**config.mk**
```make
export PLATFORM = sky130hd
export DESIGN_NAME = prg_loader_flat
export DESIGN_NICKNAME = d
export VERILOG_FILES = /design/src/rtl/prg_loader_if.sv /design/src/rtl/prg_loader.sv /design/src/flat_wrapper.sv
export SDC_FILE = /design/constraint.sdc
export NUM_CORES = 1
export LEC_CHECK = 0
export ABC_AREA = 1
export CAP_MARGIN = 10
export CORE_MARGIN = 3
export CORE_UTILIZATION = 50
export CTS_CLUSTER_DIAMETER = 120
export DETAILED_ROUTE_END_ITERATION = 10
export MAX_ROUTING_LAYER = met4
export PLACE_DENSITY_LB_ADDON = 0.1
export SYNTH_ARGS = -nofsm -noshare
export SYNTH_HDL_FRONTEND = slang
export SYNTH_SLANG_ARGS = --single-unit
```
**constraint.sdc**
```tcl
create_clock -name clk -period 2.2 [get_ports clk]
set_input_delay 0.44 -clock clk [delete_from_list [all_inputs] [get_ports clk]]
set_output_delay 0.44 -clock clk [all_outputs]
set_load 0.005 [all_outputs]
```
**src/rtl/prg_loader_if.sv**
```systemverilog
// Byte-stream and RAM write-port bundle for the PRG loader.
// "slave" is the loader side; "master" is the byte source plus memory arbiter.
interface prg_loader_if #(
    parameter int aw = 16,
    parameter int dw = 8
);
    logic          s_valid;
    logic [7:0]    s_data;
    logic          s_last;
    logic          s_ready;
    logic          wr_slot;
    logic          mem_we;
    logic [aw-1:0] mem_addr;
    logic [dw-1:0] mem_do;

    modport master (
        output s_valid, s_data, s_last, wr_slot,
        input  s_ready, mem_we, mem_addr, mem_do
    );

    modport slave (
        input  s_valid, s_data, s_last, wr_slot,
        output s_ready, mem_we, mem_addr, mem_do
    );
endinterface

```
**src/rtl/prg_loader.sv**
```systemverilog
// Streams a C64 PRG image (2-byte little-endian load address + payload) into RAM,
// writing one byte per granted slot and reporting the end-of-program address.
module prg_loader #(
    parameter int aw = 16,
    parameter int dw = 8
) (
    input  logic          clk,
    input  logic          rst,
    input  logic          start,
    prg_loader_if.slave   bus,
    output logic          busy,
    output logic          done,
    output logic          err,
    output logic [aw-1:0] end_addr
);
    typedef enum logic [2:0] {IDLE, ADDR_LO, ADDR_HI, DATA, DONE, ERR} state_t;

    state_t        state;
    logic [aw-1:0] ptr;
    logic [7:0]    hold;
    logic          pend;
    logic          last_r;
    logic          ovf;
    logic          drain;
    logic          rdy;
    logic          accept;
    logic          wr;
    logic          wrap;

    always_comb begin
        rdy = 1'b0;
        if (!start) begin
            unique case (state)
                ADDR_LO, ADDR_HI: rdy = 1'b1;
                DATA:             rdy = !pend | bus.wr_slot;
                ERR:              rdy = drain;
                default:          rdy = 1'b0;
            endcase
        end
    end

    assign accept       = bus.s_valid & rdy;
    assign wr           = pend & bus.wr_slot & !start;
    // A write at the top address wraps ptr; any byte accepted alongside or after it overflows.
    assign wrap         = wr & (&ptr);

    assign bus.s_ready  = rdy;
    assign bus.mem_we   = wr;
    assign bus.mem_addr = ptr;
    assign bus.mem_do   = dw'(hold);

    assign busy = (state == ADDR_LO) || (state == ADDR_HI) || (state == DATA);
    assign done = (state == DONE);
    assign err  = (state == ERR);

    always_ff @(posedge clk or negedge rst) begin
        if (!rst) begin
            state    <= IDLE;
            ptr      <= '0;
            hold     <= '0;
            pend     <= 1'b0;
            last_r   <= 1'b0;
            ovf      <= 1'b0;
            drain    <= 1'b0;
            end_addr <= '0;
        end else if (start) begin
            state  <= ADDR_LO;
            pend   <= 1'b0;
            last_r <= 1'b0;
            ovf    <= 1'b0;
            drain  <= 1'b0;
        end else begin
            unique case (state)
                ADDR_LO: begin
                    if (accept) begin
                        if (bus.s_last) begin
                            state <= ERR;
                            drain <= 1'b0;
                        end else begin
                            ptr[7:0] <= bus.s_data;
                            state    <= ADDR_HI;
                        end
                    end
                end
                ADDR_HI: begin
                    if (accept) begin
                        if (bus.s_last) begin
                            state <= ERR;
                            drain <= 1'b0;
                        end else begin
                            ptr[15:8] <= bus.s_data;
                            state     <= DATA;
                        end
                    end
                end
                DATA: begin
                    if (wr) begin
                        ptr  <= ptr + 1'b1;
                        pend <= 1'b0;
                        if (wrap)
                            ovf <= 1'b1;
                        if (last_r) begin
                            end_addr <= ptr + 1'b1;
                            state    <= DONE;
                        end
                    end
                    // A byte arriving with the final write belongs to no image and is dropped.
                    if (accept && !(wr && last_r)) begin
                        if (ovf || wrap) begin
                            state <= ERR;
                            drain <= !bus.s_last;
                            pend  <= 1'b0;
                        end else begin
                            hold   <= bus.s_data;
                            pend   <= 1'b1;
                            last_r <= bus.s_last;
                        end
                    end
                end
                ERR: begin
                    if (accept && bus.s_last)
                        drain <= 1'b0;
                end
                default: ;
            endcase
        end
    end
endmodule

```
**src/flat_wrapper.sv**
```systemverilog
// flat-port wrapper written by rule: the top's interface ports become plain ports
module prg_loader_flat 
#(
    parameter int aw = 16,
    parameter int dw = 8
)
  (clk, rst, start, busy, done, err, end_addr, bus_s_valid, bus_s_data, bus_s_last, bus_wr_slot, bus_s_ready, bus_mem_we, bus_mem_addr, bus_mem_do);
  prg_loader_if #(.aw(aw), .dw(dw)) bus_i ();
  input  logic clk;
  input  logic rst;
  input  logic start;
  output logic busy;
  output logic done;
  output logic err;
  output logic [aw-1:0] end_addr;
  input wire logic [$bits(bus_i.s_valid)-1:0] bus_s_valid;
  input wire logic [$bits(bus_i.s_data)-1:0] bus_s_data;
  input wire logic [$bits(bus_i.s_last)-1:0] bus_s_last;
  input wire logic [$bits(bus_i.wr_slot)-1:0] bus_wr_slot;
  output wire logic [$bits(bus_i.s_ready)-1:0] bus_s_ready;
  output wire logic [$bits(bus_i.mem_we)-1:0] bus_mem_we;
  output wire logic [$bits(bus_i.mem_addr)-1:0] bus_mem_addr;
  output wire logic [$bits(bus_i.mem_do)-1:0] bus_mem_do;
  assign bus_i.s_valid = bus_s_valid;
  assign bus_i.s_data = bus_s_data;
  assign bus_i.s_last = bus_s_last;
  assign bus_i.wr_slot = bus_wr_slot;
  assign bus_s_ready = bus_i.s_ready;
  assign bus_mem_we = bus_i.mem_we;
  assign bus_mem_addr = bus_i.mem_addr;
  assign bus_mem_do = bus_i.mem_do;
  prg_loader #(.aw(aw), .dw(dw)) u_core (.clk(clk), .rst(rst), .start(start), .bus(bus_i), .busy(busy), .done(done), .err(err), .end_addr(end_addr));
endmodule
```
Word-level counts from Yosys, hierarchy flattened --
Cells that the tools add are included. Widths: inputs -> output; s select.
Operators by class: reductions and logical operators 30, multiplexer cells 37, $add $sub $neg 1, eq/ne operators 18, bitwise logic cells 7
Operator list (number):
- $pmux 8 s2 | 2
- $mux 3 | 9
- $mux 1 | 20
- $add 16x1->16 const B | 1
- $mux 16 | 1
- $mux 8 | 2
- $reduce_and 16->1 | 1
- $reduce_bool 2->1 | 6
- $reduce_and 5->1 | 2
- $ne 3x2->1 const B | 3
- $pmux 3 s3 | 1
- $reduce_and 3->1 | 3
- $reduce_and 4->1 | 2
- $reduce_bool 4->1 | 2
- $eq 3x2->1 const B | 2
- $eq 3x3->1 const B | 2
- $ne 2x1->1 const B | 3
- $ne 2x2->1 const B | 3
- $ne 3x1->1 const B | 2
- $ne 3x3->1 const B | 2
- $pmux 1 s3 | 2
- $reduce_and 6->1 | 1
- $and 1x1->1 | 4
- $logic_not 1->1 | 4
- 8 further kinds | 13
Storage, ports and cells: bits in registers 47, input port bits 14

Depth between registers and ports, before layout --
word-level depth 9, depth in mapped cells 12

Worst setup path after synthesis --
Ideal clock, no wire load.
path type register to register, from register u_core.ptr[0], in the netlist u_core.bus.mem_addr[0], to register u_core.hold[4], in the netlist u_core.bus.mem_do[4], arrival time 1574 ps, path buffers 1, path slack 509 ps, stages on the path, launching flop included 13, cells stage by stage dfrtp_1 -> ha_1 -> nand2_1 -> nor2_1 -> nand2_1 -> nor2_1 -> nand2_1 -> nand2_1 -> nor2_4 -> nand2_2 -> buf_6 -> nand2_1 -> o21ai_2
On the way: longest elaborated chain between the ends 5
RTL lines:
- start, declared | line prg_loader.sv:19 | logic [aw-1:0] ptr;
- start signal, assigned | line prg_loader.sv:80 | ptr[7:0] <= bus.s_data;
- start signal, assigned | line prg_loader.sv:98 | ptr <= ptr + 1'b1;
- $reduce_and 16->1 | line prg_loader.sv:45 | assign wrap = wr & (&ptr);
- $and 1x1->1 | line prg_loader.sv:45
- $logic_or 1x1->1 | line prg_loader.sv:109 | if (ovf || wrap) begin
- $not 1->1 (no line)
- $reduce_and 4->1 (no line)
- end signal, assigned | line prg_loader.sv:114 | hold <= bus.s_data;
- end, declared | line prg_loader.sv:20 | logic [7:0] hold;
Every way passes these cells. A chain may end at the register's enable or synchronous reset.

Worst setup path in the final report --
from input start, to output bus_mem_we
On the way: longest elaborated chain between the ends 2
RTL lines:
- start, declared | line flat_wrapper.sv:11 | input logic start;
- $logic_not 1->1 | line prg_loader.sv:43 | assign wr = pend & bus.wr_slot & !start;
- $and 1x1->1 | line prg_loader.sv:43
- end, declared | line flat_wrapper.sv:21 | output wire logic [$bits(bus_i.mem_we)-1:0] bus_mem_we;
Every way passes these cells.

==> reports/metrics.yaml <==
required_ns: 1.76
crit_arrival_ns: 1.67
pin_count: 59
port_buffers: 58
crit_slowest_cell: "clkdlybuf4s50_1"
clock_path_buffers: 2
p_sw_w: 0.00177
syn_to_final_growth_pct: 35.5
path_cells: "clkdlybuf4s50_1 > inv_2 > nand3_1 > inv_1 > clkdlybuf4s50_1"
grt_overflow: 0
drive_gt1_share_pct: 13.0
fin_total_pwr_w: 0.00440
vias_per_cell: 5.14
routabilityCongestion: 0.884
r2r_slack_ns: 0.29
powerDensity_nw_per_um2: 1250
die_area_um2: 6110
cts_buffers: 5
r2r-start: "u_core.bus.mem_addr[0]$_DFFE_PN0P_"
slew_headroom_pct: 82.5
synth_edf_count: 0
p_comb_share_pct: 50.2
fin_ws_ns: 0.0947
clk_pin_slew_ns: 0.09
status: "complete, no violations"
clock_sinks: 47
crit_start: "start"
p_sw_share_pct: 40.1
finalCritPeriodShare_pct: 95.7
dr.first_iter.drc_count: 164
place_area_um2: 3350
wirelength_mm: 6.78
synth_top_cells_by_area: "dfrtp_1, nand2_1, o21ai_0, inv_1, nand3_1"
die-height_um: 78.1
rr_worst_depth: 11
synth_ff_type: "dfrtp_1"
clk_latency_ns: 0.30
dp.final_hpwl_mm: 5.11
async_reset_ff_share_pct: 100
period_needed_ns: 2.11
syn_avg_cell_area_um2: 7.35
seq_power_share_pct: 32.6
tightest_slew_ns: 0.263
report.final.setup_viol: 0
maxCapViolations: 0
yosysSeqAreaShare_pct: 45.2
cp_max_fo: 6
setup-tns-final_ns: 0
peakVddDrop_v: 0.000672
internal-power_w: 0.00264
antenna_left: 0
cts_tree: "yes"
power_frac_clock_pct: 17.2
final_nets: 446
drc: 0
critPathCaptureType: "output port"
start_kind: "primary input"
hold_viol: 0
cts.htree.levels: 2
final_cell_area_um2: 3530
synth_mux_area_share_pct: 0
synth-seq-cells: 47
cp_common_cell: "clkdlybuf4s50_1"
wl_per_cell_um: 13.6
antenna_found_initial: 0
core_area_um2: 4880
cts-root-buf: "clkbuf_8"
critical_path_class: "primary input to output port"
yosysWarnings: 0
slowest_delay_ns: 0.50
final_util_pct: 72.3
grt_max_degree: 48
rsz0062_at_grt: "false"
grt_pass1_vias: 2471
synth_most_common_cell: "nand2_1"
power.leakage_nw: 1.75
num_rows: 25
synth_top_area_cell: "dfrtp_1"
synth_common_cells: "nand2_1, dfrtp_1, inv_1"
initial_utilization_pct: 53.3
synthDistinctLibCells: 25
firstDrtPassIters: 4
slew_viol_final: 0
synth_top_family_by_area: "simple AND/OR/NAND/NOR gates"
synthAdderAreaFrac_pct: 0.481
holdBufCountCts: 0
crit_path_end: "bus_mem_we"
synthSimpleGateAreaFrac_pct: 35.0
syn-cell-area_um2: 2600
yosys.area.top_type_share_pct: 45.2
pre_cts_slack_ns: -0.000347
r2r-end: "u_core.bus.mem_do[4]$_DFFE_PN0P_"
die_x_um: 78.1
synth_compound_area_share_pct: 9.09
grt_usage_pct: 24.5
n_antenna_cell: 0
grt_pass1_wl_mm: 11.7
synth_xor_area_share_pct: 4.04
worst_hold_path_type: "primary input to async pin"
via_count: 2565
synthCells: 354
fin_worst_skew_ns: 0.00658
syn_nets: 369
fmax_mhz: 475
## sequential cells by signal, summed over array words and instances, names as in the netlist
name                 count
u_core.ovf               1
u_core.drain             1
u_core.pend              1
u_core.last_r            1
u_core.bus.mem_do        8
u_core.bus.mem_addr     16
u_core.end_addr         16
u_core.state             3
## area by class of cell
| cell class | count | area, um2 |
|---|---|---|
| Fill cell | 435 | 1350 |
| Multi-Input combinational cell | 268 | 1270 |
| Sequential cell | 47 | 1180 |
| Timing Repair Buffer | 79 | 751 |
| Inverter | 30 | 113 |
| Tap cell | 67 | 83.8 |
| Clock buffer | 6 | 72.6 |
| Clock inverter | 2 | 60.1 |
## per-stage QoR
step | hold slack [ns] | cells
finish | 0.111 | 499
CTS | 0.119 | 497
floorplan | 0.144 | 354
global route | 0.126 | 499
detailed placement | 0.447 | 487
global placement | 0.443 | 487
## cells by family (layout without fill, tap and decap cells)
| logic type | after synthesis | after routing |
|---|---|---|
| xor gates and xnor gates | 12 | 12 |
| AOI/OAI and AO/OA | 41 | 41 |
| buffers and inverters | 39 | 117 |
| adders and majority gates | 1 | 1 |
| and+or+nand+nor | 214 | 214 |
| DFF | 47 | 47 |
## how the worst min path moves through the flow
stage          startpoint                                  to  slack, ns  cells past startpoint
2_1_floorplan         rst  u_core.bus.mem_addr[0]$_DFFE_PN0P_       0.14                      0
3_3_place_gp          rst      u_core.end_addr[0]$_DFFE_PN0P_       0.44                      2
3_5_place_dp          rst      u_core.end_addr[0]$_DFFE_PN0P_       0.45                      2
4_1_cts               rst     u_core.end_addr[15]$_DFFE_PN0P_       0.12                      2
5_1_grt               rst      u_core.end_addr[5]$_DFFE_PN0P_       0.13                      2
6_report              rst         u_core.state[0]$_DFFE_PN0P_       0.11                      2
## cell usage in the layout (no fill, tap or decap), types with 2 or more instances in the layout
cell,instances
nand2_1,150
clkdlybuf4s50_1,55
dfrtp_1,45
o21ai_0,26
inv_1,25
nor2_1,24
buf_4,20
nand3_1,19
xor2_1,8
o21ai_2,7
nand4_1,6
inv_2,5
a21oi_1,5
clkbuf_8,5
nand3_2,4
nand2_2,4
xnor2_1,4
nor2_4,3
bufinv_16,2
dlymetal6s2s_1,2
dfrtp_2,2
## critical path: cells and delay by family
| kind | cells | cell delay (ns) |
|---|---|---|
| buffers and inverters | 4 | 1.13 |
| and+or+nand+nor | 1 | 0.10 |
## timing repair
action,4_1_cts,5_1_grt
buffers inserted,2,2
resized for setup,3,6
setup endpoints to repair,2,2
## layer usage
metal / share of wire, % / vias up / global-route usage, %
met3: 5.7 / 18 / 3.90
li1: - / 1273 / -
met5: 0 / - / -
met2: 47 / 91 / 39.2
met1: 45 / 1183 / 31.9
met4: 2.6 / 0 / 8.57
## power by group through the flow
| stage | clock, W | sequential, W | combinational (W) |
|---|---|---|---|
| after CTS | 0.000767 | 0.00143 | 0.00219 |
| final | 0.000756 | 0.00143 | 0.00221 |
| after global routing | 0.000802 | 0.00148 | 0.00247 |
| after detailed placement | 0 | 0.00145 | 0.00214 |
| after floorplan | 0 | 0.00141 | 0.00118 |
| after global placement | 0 | 0.00145 | 0.00209 |
Note: power is estimated with default switching activity, not from simulation.
